===== src/rtl/checker_hm_pkg.sv =====
// Shared types, constants and data-pattern helpers for the checker_hm_stub page-read model.
package checker_hm_pkg;

  typedef enum logic [1:0] {
    ST_IDLE = 2'd0,
    ST_WAIT = 2'd1,
    ST_DATA = 2'd2,
    ST_TOUT = 2'd3
  } hm_state_e;

  localparam int unsigned WORD_BYTES   = 32'd8;
  localparam int unsigned PAGE_BYTES   = 32'd4096;
  localparam logic [63:0] DEFAULT_SEED = 64'h1234_5678_8765_4321;

  function automatic logic [63:0] hm_word(input logic [51:0] page,
                                          input logic [11:0] off,
                                          input logic [63:0] seed);
    return {page, off} ^ seed;
  endfunction

  // The offset wraps inside the page; the page address itself never advances.
  function automatic logic [11:0] hm_next_off(input logic [11:0] off);
    return 12'((32'(off) + WORD_BYTES) % PAGE_BYTES);
  endfunction

endpackage


===== src/rtl/checker_hm_timer.sv =====
// 8-bit loadable down-counter with enable-gated decrement; expired_o is high at zero.
module checker_hm_timer (
  input  logic       clk_i,
  input  logic       rst_i,
  input  logic       load_i,
  input  logic [7:0] load_val_i,
  input  logic       dec_i,
  output logic       expired_o
);

  logic [7:0] cnt_q;
  logic [7:0] cnt_d;

  // Next count: load wins over decrement; saturate at zero.
  always_comb begin
    cnt_d = cnt_q;
    if (load_i) begin
      cnt_d = load_val_i;
    end else if (dec_i && (cnt_q != 8'd0)) begin
      cnt_d = cnt_q - 8'd1;
    end else begin
      cnt_d = cnt_q;
    end
  end

  // Count register.
  always_ff @(posedge clk_i or posedge rst_i) begin
    if (rst_i) begin
      cnt_q <= 8'd0;
    end else begin
      cnt_q <= cnt_d;
    end
  end

  assign expired_o = (cnt_q == 8'd0);

endmodule


===== src/rtl/checker_hm_stub.sv =====
// Host-memory page read stub: latency-delayed bursts of seeded data, or a timeout for unmapped pages.
// Define CHECKER_HM_ERRINJ_EN to add the hm_inject port that forces the timeout path at accept.
module checker_hm_stub
  import checker_hm_pkg::*;
#(
  parameter int unsigned DATA_W     = 64,
  parameter int unsigned LATENCY    = 8,
  parameter int unsigned TO_CYCLES  = 16,
  parameter logic [63:0] PAGE_LIMIT = 64'h0000_0001_0000_0000,
  parameter logic [63:0] SEED       = DEFAULT_SEED
) (
  input  logic              sys_clk,
  input  logic              sys_rst,
  input  logic              en,
  input  logic              hm_start,
  input  logic [63:0]       hm_page_addr,
  input  logic [11:0]       hm_page_offset,
  input  logic [3:0]        hm_len,
`ifdef CHECKER_HM_ERRINJ_EN
  input  logic              hm_inject,
`endif
  output logic [DATA_W-1:0] hm_data,
  output logic              hm_valid,
  output logic              hm_end,
  output logic              hm_timeout,
  output logic              hm_busy
);

  hm_state_e          state_q, state_d;
  logic [51:0]        addr_q, addr_d;
  logic [11:0]        off_q, off_d;
  logic [3:0]         len_q, len_d;
  logic [3:0]         idx_q, idx_d;
  logic [DATA_W-1:0]  data_q, data_d;
  logic               valid_q, valid_d;
  logic               end_q, end_d;
  logic               tout_q, tout_d;

  logic               load_s;
  logic [7:0]         load_val_s;
  logic               dec_s;
  logic               expired_s;
  logic               fail_s;
  logic               emit_s;
  logic [63:0]        word_s;

`ifdef CHECKER_HM_ERRINJ_EN
  assign fail_s = (hm_page_addr >= PAGE_LIMIT) || hm_inject;
`else
  assign fail_s = (hm_page_addr >= PAGE_LIMIT);
`endif

  assign word_s = hm_word(addr_q, off_q, SEED);

  checker_hm_timer u_timer (
    .clk_i      (sys_clk),
    .rst_i      (sys_rst),
    .load_i     (load_s),
    .load_val_i (load_val_s),
    .dec_i      (dec_s),
    .expired_o  (expired_s)
  );

  // Next-state, request latch and pulse generation; all pulses default low.
  always_comb begin
    state_d    = state_q;
    addr_d     = addr_q;
    off_d      = off_q;
    len_d      = len_q;
    idx_d      = idx_q;
    data_d     = '0;
    valid_d    = 1'b0;
    end_d      = 1'b0;
    tout_d     = 1'b0;
    load_s     = 1'b0;
    load_val_s = 8'd0;
    dec_s      = 1'b0;
    emit_s     = 1'b0;

    case (state_q)
      ST_IDLE: begin
        // A start seen while the end/timeout pulse is still out is dropped.
        if (en && hm_start && !end_q && !tout_q) begin
          addr_d = hm_page_addr[51:0];
          off_d  = hm_page_offset;
          len_d  = hm_len;
          idx_d  = 4'd0;
          load_s = 1'b1;
          if (fail_s) begin
            state_d    = ST_TOUT;
            load_val_s = 8'(TO_CYCLES - 1);
          end else begin
            state_d    = ST_WAIT;
            load_val_s = 8'(LATENCY);
          end
        end else begin
          state_d = ST_IDLE;
        end
      end
      ST_WAIT: begin
        if (en && expired_s) begin
          emit_s = 1'b1;
        end else begin
          dec_s = en;
        end
      end
      ST_DATA: begin
        emit_s = en;
      end
      ST_TOUT: begin
        if (en && expired_s) begin
          tout_d  = 1'b1;
          state_d = ST_IDLE;
        end else begin
          dec_s = en;
        end
      end
      default: begin
        state_d = ST_IDLE;
      end
    endcase

    if (emit_s) begin
      valid_d = 1'b1;
      data_d  = word_s[DATA_W-1:0];
      off_d   = hm_next_off(off_q);
      idx_d   = idx_q + 4'd1;
      if (idx_q == len_q) begin
        end_d   = 1'b1;
        state_d = ST_IDLE;
      end else begin
        state_d = ST_DATA;
      end
    end else begin
      idx_d = idx_d;
    end
  end

  // State, latched request and registered outputs.
  always_ff @(posedge sys_clk or posedge sys_rst) begin
    if (sys_rst) begin
      state_q <= ST_IDLE;
      addr_q  <= 52'd0;
      off_q   <= 12'd0;
      len_q   <= 4'd0;
      idx_q   <= 4'd0;
      data_q  <= '0;
      valid_q <= 1'b0;
      end_q   <= 1'b0;
      tout_q  <= 1'b0;
    end else begin
      state_q <= state_d;
      addr_q  <= addr_d;
      off_q   <= off_d;
      len_q   <= len_d;
      idx_q   <= idx_d;
      data_q  <= data_d;
      valid_q <= valid_d;
      end_q   <= end_d;
      tout_q  <= tout_d;
    end
  end

  assign hm_data    = data_q;
  assign hm_valid   = valid_q;
  assign hm_end     = end_q;
  assign hm_timeout = tout_q;
  assign hm_busy    = (state_q != ST_IDLE);

endmodule


===== config.mk =====
export PLATFORM = sky130hd
export DESIGN_NAME = checker_hm_stub
export DESIGN_NICKNAME = d
export VERILOG_FILES = /design/src/rtl/checker_hm_pkg.sv /design/src/rtl/checker_hm_timer.sv /design/src/rtl/checker_hm_stub.sv
export SDC_FILE = /design/constraint.sdc
export NUM_CORES = 1
export LEC_CHECK = 0
export CAP_MARGIN = 20
export CORE_MARGIN = 4
export CORE_UTILIZATION = 50
export CTS_BUF_LIST = sky130_fd_sc_hd__clkbuf_2 sky130_fd_sc_hd__clkbuf_4 sky130_fd_sc_hd__clkbuf_8
export CTS_CLUSTER_SIZE = 24
export DETAILED_ROUTE_END_ITERATION = 6
export PLACE_DENSITY = 0.94
export SLEW_MARGIN = 10
export SYNTH_ARGS = -nofsm -noshare
export SYNTH_HDL_FRONTEND = slang
export SYNTH_HIERARCHICAL = 1
export SYNTH_SLANG_ARGS = --single-unit

===== constraint.sdc =====
create_clock -name sys_clk -period 6.3 [get_ports sys_clk]
set_clock_uncertainty 0.1 [all_clocks]
set_input_delay 1.26 -clock sys_clk [delete_from_list [all_inputs] [get_ports sys_clk]]
set_output_delay 1.26 -clock sys_clk [all_outputs]
set_load 0.03 [all_outputs]

# Yosys cells after proc, flatten, opt, wreduce, memory -nomap -nowiden
# Cells that the tools add are included.
dict set report totals {
  regBits 149
  output_inout_bits 68
}
dict set report classes {
  addsub 3
  order_cmp 1
  eq_ne 5
  mux 28
  bitwise_logic 1
  n_reduce_logical 19
}
# cell count
set op_table {}
lappend op_table {{$ge A64 B33 Y1 const B} 1}
lappend op_table {{$mux W64} 1}
lappend op_table {{$mux W12} 3}
lappend op_table {{$not A26 Y26} 1}
lappend op_table {{$mux W4} 5}
lappend op_table {{$mux W8} 2}
lappend op_table {{$add A12 B4 Y12 const B} 1}
lappend op_table {{$mux W2} 5}
lappend op_table {{$mux W1} 9}
lappend op_table {{$logic_not A8 Y1} 1}
lappend op_table {{$reduce_bool A2 Y1} 4}
lappend op_table {{$reduce_bool A8 Y1} 1}
lappend op_table {{$sub A8 B1 Y8 const B} 1}
lappend op_table {{$reduce_and A2 Y1} 3}
lappend op_table {{$logic_and A1 B1 Y1} 5}
lappend op_table {{$add A4 B1 Y4 const B} 1}
lappend op_table {{$eq A2 B2 Y1 const B} 2}
lappend op_table {{$eq A4 B4 Y1} 1}
lappend op_table {{$pmux W2 S2} 1}
lappend op_table {{$mux W3} 1}
lappend op_table {{$ne A3 B3 Y1 const B} 1}
lappend op_table {{$reduce_bool A3 Y1} 1}
lappend op_table {{$eq A2 B1 Y1 const B} 1}
lappend op_table {{$logic_not A1 Y1} 2}
lappend op_table {{3 further kinds} 3}

# Depth between registers and ports, before layout
# Gate-level depths: netlist (run 1).
dict set report depth {
  word_depth 7
  depth_mapped 10
  depth_no_buf 9
}

# Cells and area by module
# Netlist (run 1), hierarchy kept.
# module n_inst cells_each area_each_um2 seq_area_each_um2
set modules_own_cells {}
lappend modules_own_cells {checker_hm_stub 1 466 5365.1 3528.4}
lappend modules_own_cells {checker_hm_timer 1 53 495.5 200.2}

# Worst setup path after synthesis (run 1)
# Ideal clock, no wire load.
dict set report synth_path {
  kind {input to register}
  from {input port en}
  to {register u_timer.cnt_q[5]}
  t_arrival_ns 2.402
  path_slack_ns 3.662
  cell_stages 7
  n_path_buf 3
  cell_sequence {and4bb_4 nand2_4 inv_2 buf_4 buf_4 clkbuf_1 o21ai_0}
}
dict set report synth_via {
  elab_chain_len 6
  elab_cells_between_ends 11
  classes_between {mux: 5; reduce/logical: 6}
}
# item line_no
set synth_lines {}
lappend synth_lines {{from (decl)} checker_hm_stub.sv:14} ;# input logic en,
lappend synth_lines {{$logic_and A1 B1 Y1 (*) (3 in a row)} checker_hm_stub.sv:83} ;# if (en && hm_start && !end_q && !tout_q) begin
lappend synth_lines {{$mux W1 (*)} checker_hm_stub.sv:83}
lappend synth_lines {{$mux W1 (*)} checker_hm_stub.sv:80} ;# case (state_q)
lappend synth_lines {{via load_s} checker_hm_stub.sv:39} ;# logic load_s;
lappend synth_lines {{$mux W8 / $reduce_bool A2 Y1 (equally long branches)} n/a}
lappend synth_lines {{to (signal assigned)} checker_hm_timer.sv:31} ;# cnt_q <= cnt_d;
lappend synth_lines {{to (decl)} checker_hm_timer.sv:11} ;# logic [7:0] cnt_q;
# The timed path passes the listed nets; every way through them passes the cells marked *.
# A chain may end at the register's enable or synchronous reset.

# Worst setup path after layout (run 1)
dict set report layout_path {
  from {register u_timer.cnt_q[0]}
  to {register off_q[5]}
}
dict set report layout_via {
  elab_chain_len 6
  elab_cells_between_ends 8
  classes_between {mux: 3; reduce/logical: 5}
}
# item line_no
set layout_lines {}
lappend layout_lines {{$logic_not A8 Y1 (*)} checker_hm_timer.sv:35} ;# assign expired_o = (cnt_q == 8'd0);
lappend layout_lines {{via expired_s} checker_hm_stub.sv:42} ;# logic expired_s;
lappend layout_lines {{$logic_and A1 B1 Y1 (*)} checker_hm_stub.sv:101} ;# if (en && expired_s) begin
lappend layout_lines {{$mux W1 (*)} checker_hm_stub.sv:101}
lappend layout_lines {{$pmux W1 S2 (*)} checker_hm_stub.sv:80}
lappend layout_lines {{$reduce_bool A2 Y1 (no line)} n/a}
lappend layout_lines {{$reduce_and A2 Y1 (no line)} n/a}
lappend layout_lines {{to (signal assigned)} checker_hm_stub.sv:144} ;# off_q <= 12'd0;
lappend layout_lines {{to (signal assigned)} checker_hm_stub.sv:154} ;# off_q <= off_d;
lappend layout_lines {{to (decl)} checker_hm_stub.sv:31} ;# logic [11:0] off_q, off_d;
# Marked as above.

==> results of run 1 <==
cell usage after synthesis (3+ instances only):
cell and instances:
a21o_1 3, a21oi_1 6, a221o_1 5, a22o_1 4, and3_1 39, buf_4 4, buf_6 5, clkbuf_1 13
dfrtp_1 149, ha_1 9, inv_1 8, mux2_2 21, nand2_1 128, nand3_1 6, nand4_1 7, nor2_1 37
nor3_1 4, nor3b_1 3, nor4_1 9, o21ai_0 10, o21ai_1 3, o221a_2 3, xnor2_1 6, xor2_1 3
critical path, stage by stage (launching register included):
cell and delay (ps):
dfrtp_1 380, inv_1 110, ha_1 170, or4b_4 490, nor2_1 310, a21o_1 890
nand2_2 760, inv_2 460, nor2_1 220, a221o_1 400
cell type report:
cell class / count / area (um^2)
clock buffer: 19 / 255
fill: 792 / 3640
sequential: 149 / 3730
clock inverter: 12 / 144
inverter: 10 / 43.8
timing repair buffer: 153 / 1530
multi-input combinational: 337 / 1950
tap: 143 / 179
metrics by stage:
stage,cells,hold slack (ps)
floorplan,522,298
global placement,792,307
detailed placement,792,314
CTS,823,326
global route,823,343
finish,823,320
sequential cells by signal (all words and copies together), names as in the netlist:
name / flops
len_q: 4
u_timer/cnt_q: 8
hm_data: 64
addr_q: 52
off_q: 12
hm_timeout: 1
hm_valid: 1
idx_q: 4
hm_end: 1
state_q: 2
kinds of logic (layout without fill, tap and decap cells):
group                      count (synthesis)  after routing  share of synthesized area (%)
and+or+nand+nor                          246            246                           19.7
buffers and inverters                     36            194                           3.25
other                                      1              4                         0.0640
AOI/OAI and AO/OA                         47             47                           5.85
muxes                                     22             22                           4.23
xor gates and xnor gates                   9              9                           1.35
adders and majority gates                  9              9                           1.92
DFF                                      149            149                           63.6
routing by layer:
metal	GRT usage (%)	wire, um
met5	0	13
met4	11.2	526
met3	6.01	1010
met2	37.2	7420
met1	26.9	5580
layout by cell type, fill, tap and decap left out, types with 6 or more instances in the layout:
cell,count
ha_1,9
xnor2_1,6
nand3_1,6
clkbuf_8,18
nand2_1,128
nor2_1,37
clkdlybuf4s50_1,151
and3_1,39
o21ai_0,10
nor4_1,9
dfrtp_1,149
nand4_1,7
inv_1,7
mux2_2,21
a21oi_1,6
power by group:
| group | internal (mW) | switching (mW) | leakage (nW) |
|---|---|---|---|
| logic | 0.480 | 0.646 | 1.61 |
| registers | 1.28 | 0.207 | 1.94 |
| clock network | 0.371 | 0.360 | 0.193 |
| total | 2.13 | 1.21 | 3.74 |
path summary, 6_finish.rpt:
kind                                              start                           end  slack, ps  depth (start not counted)
max                        u_timer/cnt_q[0]$_DFFE_PP0P_          off_q[5]$_DFFE_PP0P_       1860                          9
min                              addr_q[29]$_DFFE_PP0P_         hm_data[41]$_DFF_PP0_        320                          1
max in group asynchronous                       sys_rst         hm_data[29]$_DFF_PP0_       3620                          3
min reg2reg                      addr_q[29]$_DFFE_PP0P_         hm_data[41]$_DFF_PP0_        320                          1
max reg2reg                u_timer/cnt_q[0]$_DFFE_PP0P_          off_q[5]$_DFFE_PP0P_       1860                          9
min in group asynchronous                       sys_rst  u_timer/cnt_q[1]$_DFFE_PP0P_       1110                          2
==> results.txt, run 1 <==
----------------------------------------------------
[Clocking]
  Clock Root Buffer ... clkbuf_8
  Cells resized by post-CTS repair ... 0
  CTS max path bufs ... 2
  Number of buffers inserted by hold repair at cts ... 0
  Clock latency on the worst-skew pair ... 440 ps
  TritonCTS clock tree ... done
  Number of buffers inserted during clock tree synthesis ... 17
  CTS H-tree lvls ... 4
  Post-CTS setup buffers ... 0
  Clock input transition at the sequential cells of the worst setup and hold paths ... 80 ps
  TritonCTS sink count ... 149

[Detailed routing]
  Total via count after detailed routing ... 4485
  Post-detailed-routing wire length ... 14600 um
  # DRC ... 0
  Number of optimization iterations in the first detailed-route pass ... 6
  Routed WL per cell ... 17.7 um
  Number of nets still failing antenna checks after routing ... 0
  Vias/cell ... 5.45
  Initial DRC count ... 331

[Final layout]
  Final standard cell area without fillers ... 0.00783 mm^2
  Layout Area Growth over Synthesis ... 33.6%
  Share of post-route cells with drive strength above 1 ... 10.0%
  Number of diodes ... 0
  Core Util, Final ... 68.3%
  Layout Nets ... 761

[Place]
  # port buffers ... 151
  Worst setup timing slack at the placement stage ... 1940 ps
  Placement Cell Area ... 0.00743 mm^2
  Placer's final routability congestion estimate ... 0.906
  Detailed placer's ending HPWL ... 10200 um

[Timing]
  RSZ-0062 raised after global routing ... no
  Min cycle time layout ... 4440 ps
  Final slew viol count ... 0
  Period utilisation layout ... 70.4%
  Final setup violation count ... 0
  Relative slew slack ... 27.4%
  Count of endpoints failing hold in the final timing report ... 0
  Maximum achievable frequency ... 225 MHz
  Smallest setup slack after layout ... 1860 ps
  Slew at the pin closest to its max-slew limit ... 1090 ps
  Setup TNS Final ... 0 ps

[Logic synthesis]
  Post-synth design cell area ... 0.00586 mm^2
  Number of distinct library cell variants in the gate-level netlist after synthesis ... 52
  Top cells by area, synth ... dfrtp_1 64%, nand2_1 8.2%, and3_1 4.2%
  Cell type with the highest aggregate area in the netlist ... dfrtp_1
  Mean instance size in the synthesized netlist ... 11.3 um^2
  Share of the synthesized area in the top cell type ... 63.6%
  Most instantiated flip-flop cell in the synthesis netlist ... dfrtp_1
  Total number of yosys warnings ... 6
  Register area share after synthesis ... 63.6%
  Flop and latch count out of synthesis ... 149
  Share of synthesized flip-flops with an asynchronous set or reset ... 100%
  Number of flops mapped to enable cells by yosys ... 0
  Post-synthesis cell count ... 519

[Power]
  Peak supply drop ... 0.000249 V
  Tot Pwr ... 3.34 mW
  Leak Pwr ... 3.74 nW
  Power density of the placed cells ... 427 mW/mm^2

[Status]
  Outcome ... finished, final reports clean

[Global routing]
  Via count of the first global-routing pass ... 4765
  Maximum number of pins on one net before global-route repair ... 80
  Wire length of the first global-routing pass ... 23200 um
  Initial antenna violation count ... 1
  Sum of overflow across all layers after global routing ... 0
  All-Layer GR Usage ... 22.4%

[Worst hold path]
  Worst min-delay path category ... flip-flop to flip-flop

[Die]
  Floorplan die area ... 0.0135 mm^2
  Die X-Extent ... 116 um
  Row cnt ... 39
  Core region area ... 0.0115 mm^2
  Num ports ... 152
  DIE HEIGHT ... 116 um
  Starting density of the core ... 51.1%

[Setup path]
  Required time at the worst-slack endpoint ... 6520 ps
  Setup Crit Path Kind ... flip-flop to flip-flop
  Crit path DAT ... 4660 ps
  Critical path launch point type ... flip-flop
  Critical path fanouts, max ... 41
  Kind of end point of the critical path ... flip-flop

[Flow run]
  Maxcap violations ... 0

----------------------------------------------------
(Power assumes the default switching activity.)
==> run 2, diff against run 1 <==
--- a/config.mk
+++ b/config.mk
@@ -7,11 +7,11 @@
 export LEC_CHECK = 0
 export CAP_MARGIN = 20
 export CORE_MARGIN = 4
-export CORE_UTILIZATION = 50
+export CORE_UTILIZATION = 45
 export CTS_BUF_LIST = sky130_fd_sc_hd__clkbuf_2 sky130_fd_sc_hd__clkbuf_4 sky130_fd_sc_hd__clkbuf_8
 export CTS_CLUSTER_SIZE = 24
 export DETAILED_ROUTE_END_ITERATION = 6
-export PLACE_DENSITY = 0.94
+export PLACE_DENSITY = 0.9
 export SLEW_MARGIN = 10
 export SYNTH_ARGS = -nofsm -noshare
 export SYNTH_HDL_FRONTEND = slang
==> constraint.sdc (replaced) <==
create_clock -name sys_clk -period 3.7 [get_ports sys_clk]
set_clock_uncertainty 0.1 [all_clocks]
set_input_delay 0.74 -clock sys_clk [delete_from_list [all_inputs] [get_ports sys_clk]]
set_output_delay 0.74 -clock sys_clk [all_outputs]
set_load 0.03 [all_outputs]
==> run 2 against run 1 <==
  * Sequential share of layout area shrank 0.84 points
  * Cell count grew 4.4%
  * Routed wire length shrank 3.4%
  * Hold slack gained 1.3 ps
  * Via count shrank 1.6%
  * Combinational power grew 73%
  * First-iteration DRC count grew 5.1%
  * Flip-flop and latch count is the same
  * Largest cell class unchanged
==> results.txt, run 2 (same netlist as run 1, synthesis figures left out) <==
----------------------------------------------------
[Status]
  Outcome ... finished, final reports clean

[Clocking]
  TritonCTS sink count ... 149
  Clock Root Buffer ... clkbuf_8
  TritonCTS clock tree ... done
  Number of buffers inserted during clock tree synthesis ... 17
  Post-CTS setup buffers ... 0
  Clock latency on the worst-skew pair ... 420 ps
  CTS H-tree lvls ... 4
  Cells resized by post-CTS repair ... 0
  CTS max path bufs ... 2
  Clock input transition at the sequential cells of the worst setup and hold paths ... 80 ps
  Number of buffers inserted by hold repair at cts ... 0

[Detailed routing]
  Initial DRC count ... 348
  # DRC ... 0
  Number of nets still failing antenna checks after routing ... 0
  Number of optimization iterations in the first detailed-route pass ... 5
  Post-detailed-routing wire length ... 14100 um
  Routed WL per cell ... 16.4 um
  Total via count after detailed routing ... 4415
  Vias/cell ... 5.14

[Place]
  Detailed placer's ending HPWL ... 9980 um
  Placed instance count ... 827
  Placement Cell Area ... 0.00753 mm^2
  Worst setup timing slack at the placement stage ... 719 ps
  Placer's final routability congestion estimate ... 0.892
  # port buffers ... 151

[Final layout]
  Most common cell after layout, fill and taps aside ... clkdlybuf4s50_1
  Layout Area Growth over Synthesis ... 36.0%
  Area used by multi-input combinational logic ... 0.00195 mm^2
  Final-layout fill cell count ... 968
  Number of cells in the finished layout apart from fillers ... 859
  Final standard cell area without fillers ... 0.00797 mm^2
  Number of diodes ... 0
  Layout Nets ... 767
  Flip-flop count of the largest register after layout ... 64
  Sequential cell area ... 0.00373 mm^2
  Top library cells by usage in the layout, fill and taps aside ... 151 x clkdlybuf4s50_1, 149 x dfrtp_1, 128 x nand2_1
  Share of post-route cells with drive strength above 1 ... 10.9%

[Flow run]
  Maxcap violations ... 0

[Timing]
  Final slew viol count ... 0
  Setup TNS Final ... 0 ps
  RSZ-0062 raised after global routing ... no
  Relative slew slack ... 49.8%
  Maximum achievable frequency ... 328 MHz
  Hold Slack ... 321 ps
  Min cycle time layout ... 3050 ps
  Smallest setup slack after layout ... 654 ps
  Period utilisation layout ... 82.3%
  Slew at the pin closest to its max-slew limit ... 743 ps
  Final setup violation count ... 0
  Count of endpoints failing hold in the final timing report ... 0

[Power]
  Leak Pwr ... 3.79 nW
  Switching fraction of total power ... 35.6%
  Peak supply drop ... 0.000316 V
  Proportion of power drawn by combinational gates ... 33.6%
  Clk network pwr share ... 23.1%
  Internal power ... 3.74 mW
  Seq pwr share ... 43.3%
  Net load switching power ... 2.07 mW
  Power density of the placed cells ... 728 mW/mm^2

[Setup path]
  Combined buffer and inverter count along the critical path ... 3
  Minimum setup slack among reg-to-reg paths ... 650 ps
  Critical path fanouts, max ... 21
  R2r worst-path depth ... 10
  Required time at the worst-slack endpoint ... 3900 ps
  Most frequent cell on the critical path ... nor2_1
  Crit Reg-Reg Endpoint ... off_q[3]$_DFFE_PP0P_
  Critical path's slowest cell ... or4b_4
  Slowest stage delay, CP ... 500 ps
  Critical path launch point type ... flip-flop
  Startpoint of the lowest-slack register-to-register path ... u_timer/cnt_q[0]$_DFFE_PP0P_
  Top delay family on crit path ... simple AND/OR/NAND/NOR gates
  Setup Crit Path Kind ... flip-flop to flip-flop
  Kind of end point of the critical path ... flip-flop
  Crit path to ... off_q[3]$_DFFE_PP0P_
  Cell breakdown of the critical path ... inv_1 -> ha_1 -> or4b_4 -> nor2_1 -> a21o_1 -> buf_4 -> nand2_2 -> inv_2 -> nor2_1 -> a221o_1
  Crit path DAT ... 3250 ps
  Crit path from ... u_timer/cnt_q[0]$_DFFE_PP0P_
  Number of logic stages on the critical path including buffering ... 10

[Global routing]
  Most crowded layer after global routing ... met2
  Global Route met1 Usage ... 24.3%
  Initial antenna violation count ... 0
  All-Layer GR Usage ... 19.4%
  Maximum number of pins on one net before global-route repair ... 65
  Via count of the first global-routing pass ... 4587
  Sum of overflow across all layers after global routing ... 0
  GR Util met3 ... 4.60%
  Global routing met2 resource utilization ... 33.5%
  Wire length of the first global-routing pass ... 22700 um

[Worst hold path]
  Worst min-delay path category ... flip-flop to flip-flop
  Cells on Worst Hold Path ... 1

[Die]
  Row cnt ... 41
  Floorplan die area ... 0.0149 mm^2
  DIE HEIGHT ... 122 um
  Core region area ... 0.0127 mm^2
  Num ports ... 152
  Starting density of the core ... 46.3%
  Die X-Extent ... 122 um

----------------------------------------------------
-- run 2: per-layer routing --
layer  vias to the layer above  share of wire [%]
met1                      2162                 42
met4                         0                1.6
li1                       2054                  -
met5                         -                  0
met2                       172                 51
met3                        27                6.0
-- run 2: per-stage QoR --
| step | utilization, % | power (mW) |
|---|---|---|
| floorplan | - | 3.76 |
| global placement | 59.5 | 4.36 |
| detailed placement | 59.5 | 4.48 |
| CTS | 62.9 | 5.84 |
| global route | 62.9 | 6.16 |
| finish | 62.9 | 5.81 |
-- run 2: layout make-up --
cell class,count,area share (%)
clock buffer,20,3.37
clock inverter,12,2.10
inverter,10,0.518
multi-input combinational,337,24.5
sequential,149,46.8
tap,172,2.70
timing repair buffer,159,20.0
-- run 2: worst register-to-register path: stages (launching register included) --
cell and delay [ps]:
dfrtp_1 400, inv_1 130, ha_1 190, or4b_4 500
nor2_1 310, a21o_1 180, buf_4 230, nand2_2 90
inv_2 190, nor2_1 190, a221o_1 420
-- run 2: worst min-delay path by stage --
stage | slack (ps) | to | start
after detailed placement | 310 | hm_data[53]$_DFF_PP0_ | addr_q[41]$_DFFE_PP0P_
final | 320 | hm_data[46]$_DFF_PP0_ | addr_q[34]$_DFFE_PP0P_
after floorplan | 300 | hm_data[44]$_DFF_PP0_ | addr_q[32]$_DFFE_PP0P_
after global routing | 330 | hm_data[46]$_DFF_PP0_ | addr_q[34]$_DFFE_PP0P_
after global placement | 310 | hm_data[60]$_DFF_PP0_ | addr_q[48]$_DFFE_PP0P_
after CTS | 320 | hm_data[46]$_DFF_PP0_ | addr_q[34]$_DFFE_PP0P_
-- run 2: power groups by stage --
stage | combinational (mW) | sequential, mW | clock [mW]
final | 1.95 | 2.52 | 1.34
after floorplan | 1.05 | 2.71 | 0
after detailed placement | 1.95 | 2.54 | 0
after global placement | 1.86 | 2.50 | 0
after CTS | 1.96 | 2.51 | 1.37
after global routing | 2.13 | 2.58 | 1.45
==> run 3, diff against run 2 <==
==> constraint.sdc (replaced) <==
create_clock -name sys_clk -period 2.8 [get_ports sys_clk]
set_clock_uncertainty 0.1 [all_clocks]
set_input_delay 0.56 -clock sys_clk [delete_from_list [all_inputs] [get_ports sys_clk]]
set_output_delay 0.56 -clock sys_clk [all_outputs]
set_load 0.03 [all_outputs]
==> run 3 against run 2 <==
  * Non-clock buffer count rose by 4
  * Sequential share of layout area fell by 0.25 points
  * Global-route usage rose by 0.37 points
  * Total power rose by 33%
  * Cell count rose by 0.23%
  * Register-to-register slack got worse by 490 ps
  * Combinational power rose by 34%
  * Hold slack improved by 4.3 ps
  * Critical path type unchanged
  * Largest power group unchanged
==> results.txt, run 3 (same netlist as run 1, synthesis figures left out) <==
----------------------------------------------------
[Status]
  Outcome ... finished, final reports clean

[Clocking]
  CTS max path bufs ... 2
  Clock input transition at the sequential cells of the worst setup and hold paths ... 80 ps
  TritonCTS clock tree ... done
  Number of buffers inserted by hold repair at cts ... 0
  Number of buffers inserted during clock tree synthesis ... 17
  TritonCTS sink count ... 149
  Clock Root Buffer ... clkbuf_8
  Clock latency on the worst-skew pair ... 440 ps
  CTS H-tree lvls ... 4
  Cells resized by post-CTS repair ... 0
  Post-CTS setup buffers ... 0

[Power]
  Leak Pwr ... 3.83 nW
  Peak supply drop ... 0.000459 V
  Tot Pwr ... 7.73 mW
  Power density of the placed cells ... 964 mW/mm^2

[Timing]
  Min cycle time layout ... 2630 ps
  Count of endpoints failing hold in the final timing report ... 0
  Relative slew slack ... 53.3%
  RSZ-0062 raised after global routing ... no
  Period utilisation layout ... 94.0%
  Final slew viol count ... 0
  Final setup violation count ... 0
  Setup TNS Final ... 0 ps
  Smallest setup slack after layout ... 168 ps
  Slew at the pin closest to its max-slew limit ... 691 ps
  Maximum achievable frequency ... 380 MHz

[Die]
  Row cnt ... 41
  Num ports ... 152
  DIE HEIGHT ... 122 um
  Die X-Extent ... 122 um
  Core region area ... 0.0127 mm^2
  Floorplan die area ... 0.0149 mm^2
  Starting density of the core ... 46.3%

[Setup path]
  Kind of end point of the critical path ... flip-flop
  Required time at the worst-slack endpoint ... 3030 ps
  Slowest stage delay, CP ... 500 ps
  Critical path's slowest cell ... or4b_4
  Combined buffer and inverter count along the critical path ... 2
  Startpoint of the lowest-slack register-to-register path ... u_timer/cnt_q[0]$_DFFE_PP0P_
  Minimum setup slack among reg-to-reg paths ... 170 ps
  Setup Crit Path Kind ... flip-flop to flip-flop
  Critical path launch point type ... flip-flop
  Crit path DAT ... 2860 ps
  Critical path fanouts, max ... 13
  R2r worst-path depth ... 9
  Cell breakdown of the critical path ... inv_1 -> ha_1 -> or4b_4 -> nor2_2 -> a21o_1 -> nand2_2 -> inv_4 -> nor2_1 -> a221o_1
  Top delay family on crit path ... simple AND/OR/NAND/NOR gates
  Crit Reg-Reg Endpoint ... off_q[3]$_DFFE_PP0P_

[Detailed routing]
  Number of nets still failing antenna checks after routing ... 0
  # DRC ... 0
  Vias/cell ... 5.08
  Total via count after detailed routing ... 4376
  Post-detailed-routing wire length ... 14100 um
  Initial DRC count ... 310
  Number of optimization iterations in the first detailed-route pass ... 5
  Routed WL per cell ... 16.4 um

[Global routing]
  Initial antenna violation count ... 0
  Sum of overflow across all layers after global routing ... 0
  Wire length of the first global-routing pass ... 22700 um
  All-Layer GR Usage ... 19.8%
  Maximum number of pins on one net before global-route repair ... 74
  Via count of the first global-routing pass ... 4552

[Final layout]
  Top library cells by usage in the layout, fill and taps aside ... 150 x clkdlybuf4s50_1, 149 x dfrtp_1, 128 x nand2_1
  Flip-flop count of the largest register after layout ... 64
  Core Util, Final ... 63.2%
  Number of diodes ... 0
  Layout Area Growth over Synthesis ... 36.7%
  Most common cell after layout, fill and taps aside ... clkdlybuf4s50_1
  Share of post-route cells with drive strength above 1 ... 11.3%
  Layout Nets ... 771

[Place]
  Placer's final routability congestion estimate ... 0.900
  Worst setup timing slack at the placement stage ... 65.1 ps
  # port buffers ... 151
  Detailed placer's ending HPWL ... 10100 um

[Worst hold path]
  Worst min-delay path category ... flip-flop to flip-flop
  Cells on Worst Hold Path ... 1
  Capture endpoint of the worst hold path ... hm_data[0]$_DFF_PP0_
  Launch instance of the worst min-delay path ... off_q[0]$_DFFE_PP0P_

[Flow run]
  Maxcap violations ... 0

----------------------------------------------------
## run 3: where the power goes
group	internal [mW]	total (mW)	leakage, nW	switching (mW)
sequential	2.87	3.33	1.94	0.456
clock	1.03	1.79	0.222	0.761
combinational	1.14	2.61	1.67	1.47
## run 3: layout make-up
cell class / instances / area (um^2)
sequential: 149 / 3730
fill: 954 / 4660
clock buffer: 21 / 277
tap: 172 / 215
inverter: 10 / 43.8
multi-input combinational: 337 / 1960
clock inverter: 9 / 153
timing repair buffer: 163 / 1640
## run 3: worst max path at each step
stage / from / end / slack, ps / cells after the start
detailed placement: u_timer/cnt_q[0]$_DFFE_PP0P_ / off_q[3]$_DFFE_PP0P_ / 70 / 9
finish: u_timer/cnt_q[0]$_DFFE_PP0P_ / off_q[3]$_DFFE_PP0P_ / 170 / 9
global route: u_timer/cnt_q[0]$_DFFE_PP0P_ / off_q[5]$_DFFE_PP0P_ / 7 / 9
floorplan: sys_rst / addr_q[0]$_DFFE_PP0P_ / 380 / 1
CTS: u_timer/cnt_q[0]$_DFFE_PP0P_ / off_q[3]$_DFFE_PP0P_ / 20 / 9
global placement: u_timer/cnt_q[0]$_DFFE_PP0P_ / off_q[11]$_DFFE_PP0P_ / 190 / 9
## run 3: layer usage
layer | global-route usage, % | vias to the layer above | part of all wire, %
li1 | - | 2067 | -
met2 | 34.7 | 164 | 52
met1 | 23.6 | 2118 | 40
met3 | 5.25 | 27 | 6.4
met4 | 6.86 | 0 | 1.6
met5 | 0 | - | 0
## run 3: stage by stage
step | hold WS, ps | area, um^2 | instances
6_report | 325 | 8010 | 861
2_1_floorplan | 276 | 5880 | 522
3_5_place_dp | 314 | 7580 | 831
4_1_cts | 326 | 8010 | 861
5_1_grt | 335 | 8010 | 861
3_3_place_gp | 305 | 7580 | 831
## run 3: worst register-to-register path, cell delays in order (launching register included)
cell,delay (ps)
dfrtp_1,380
inv_1,120
ha_1,180
or4b_4,500
nor2_2,230
a21o_1,230
nand2_2,110
inv_4,140
nor2_1,150
a221o_1,390
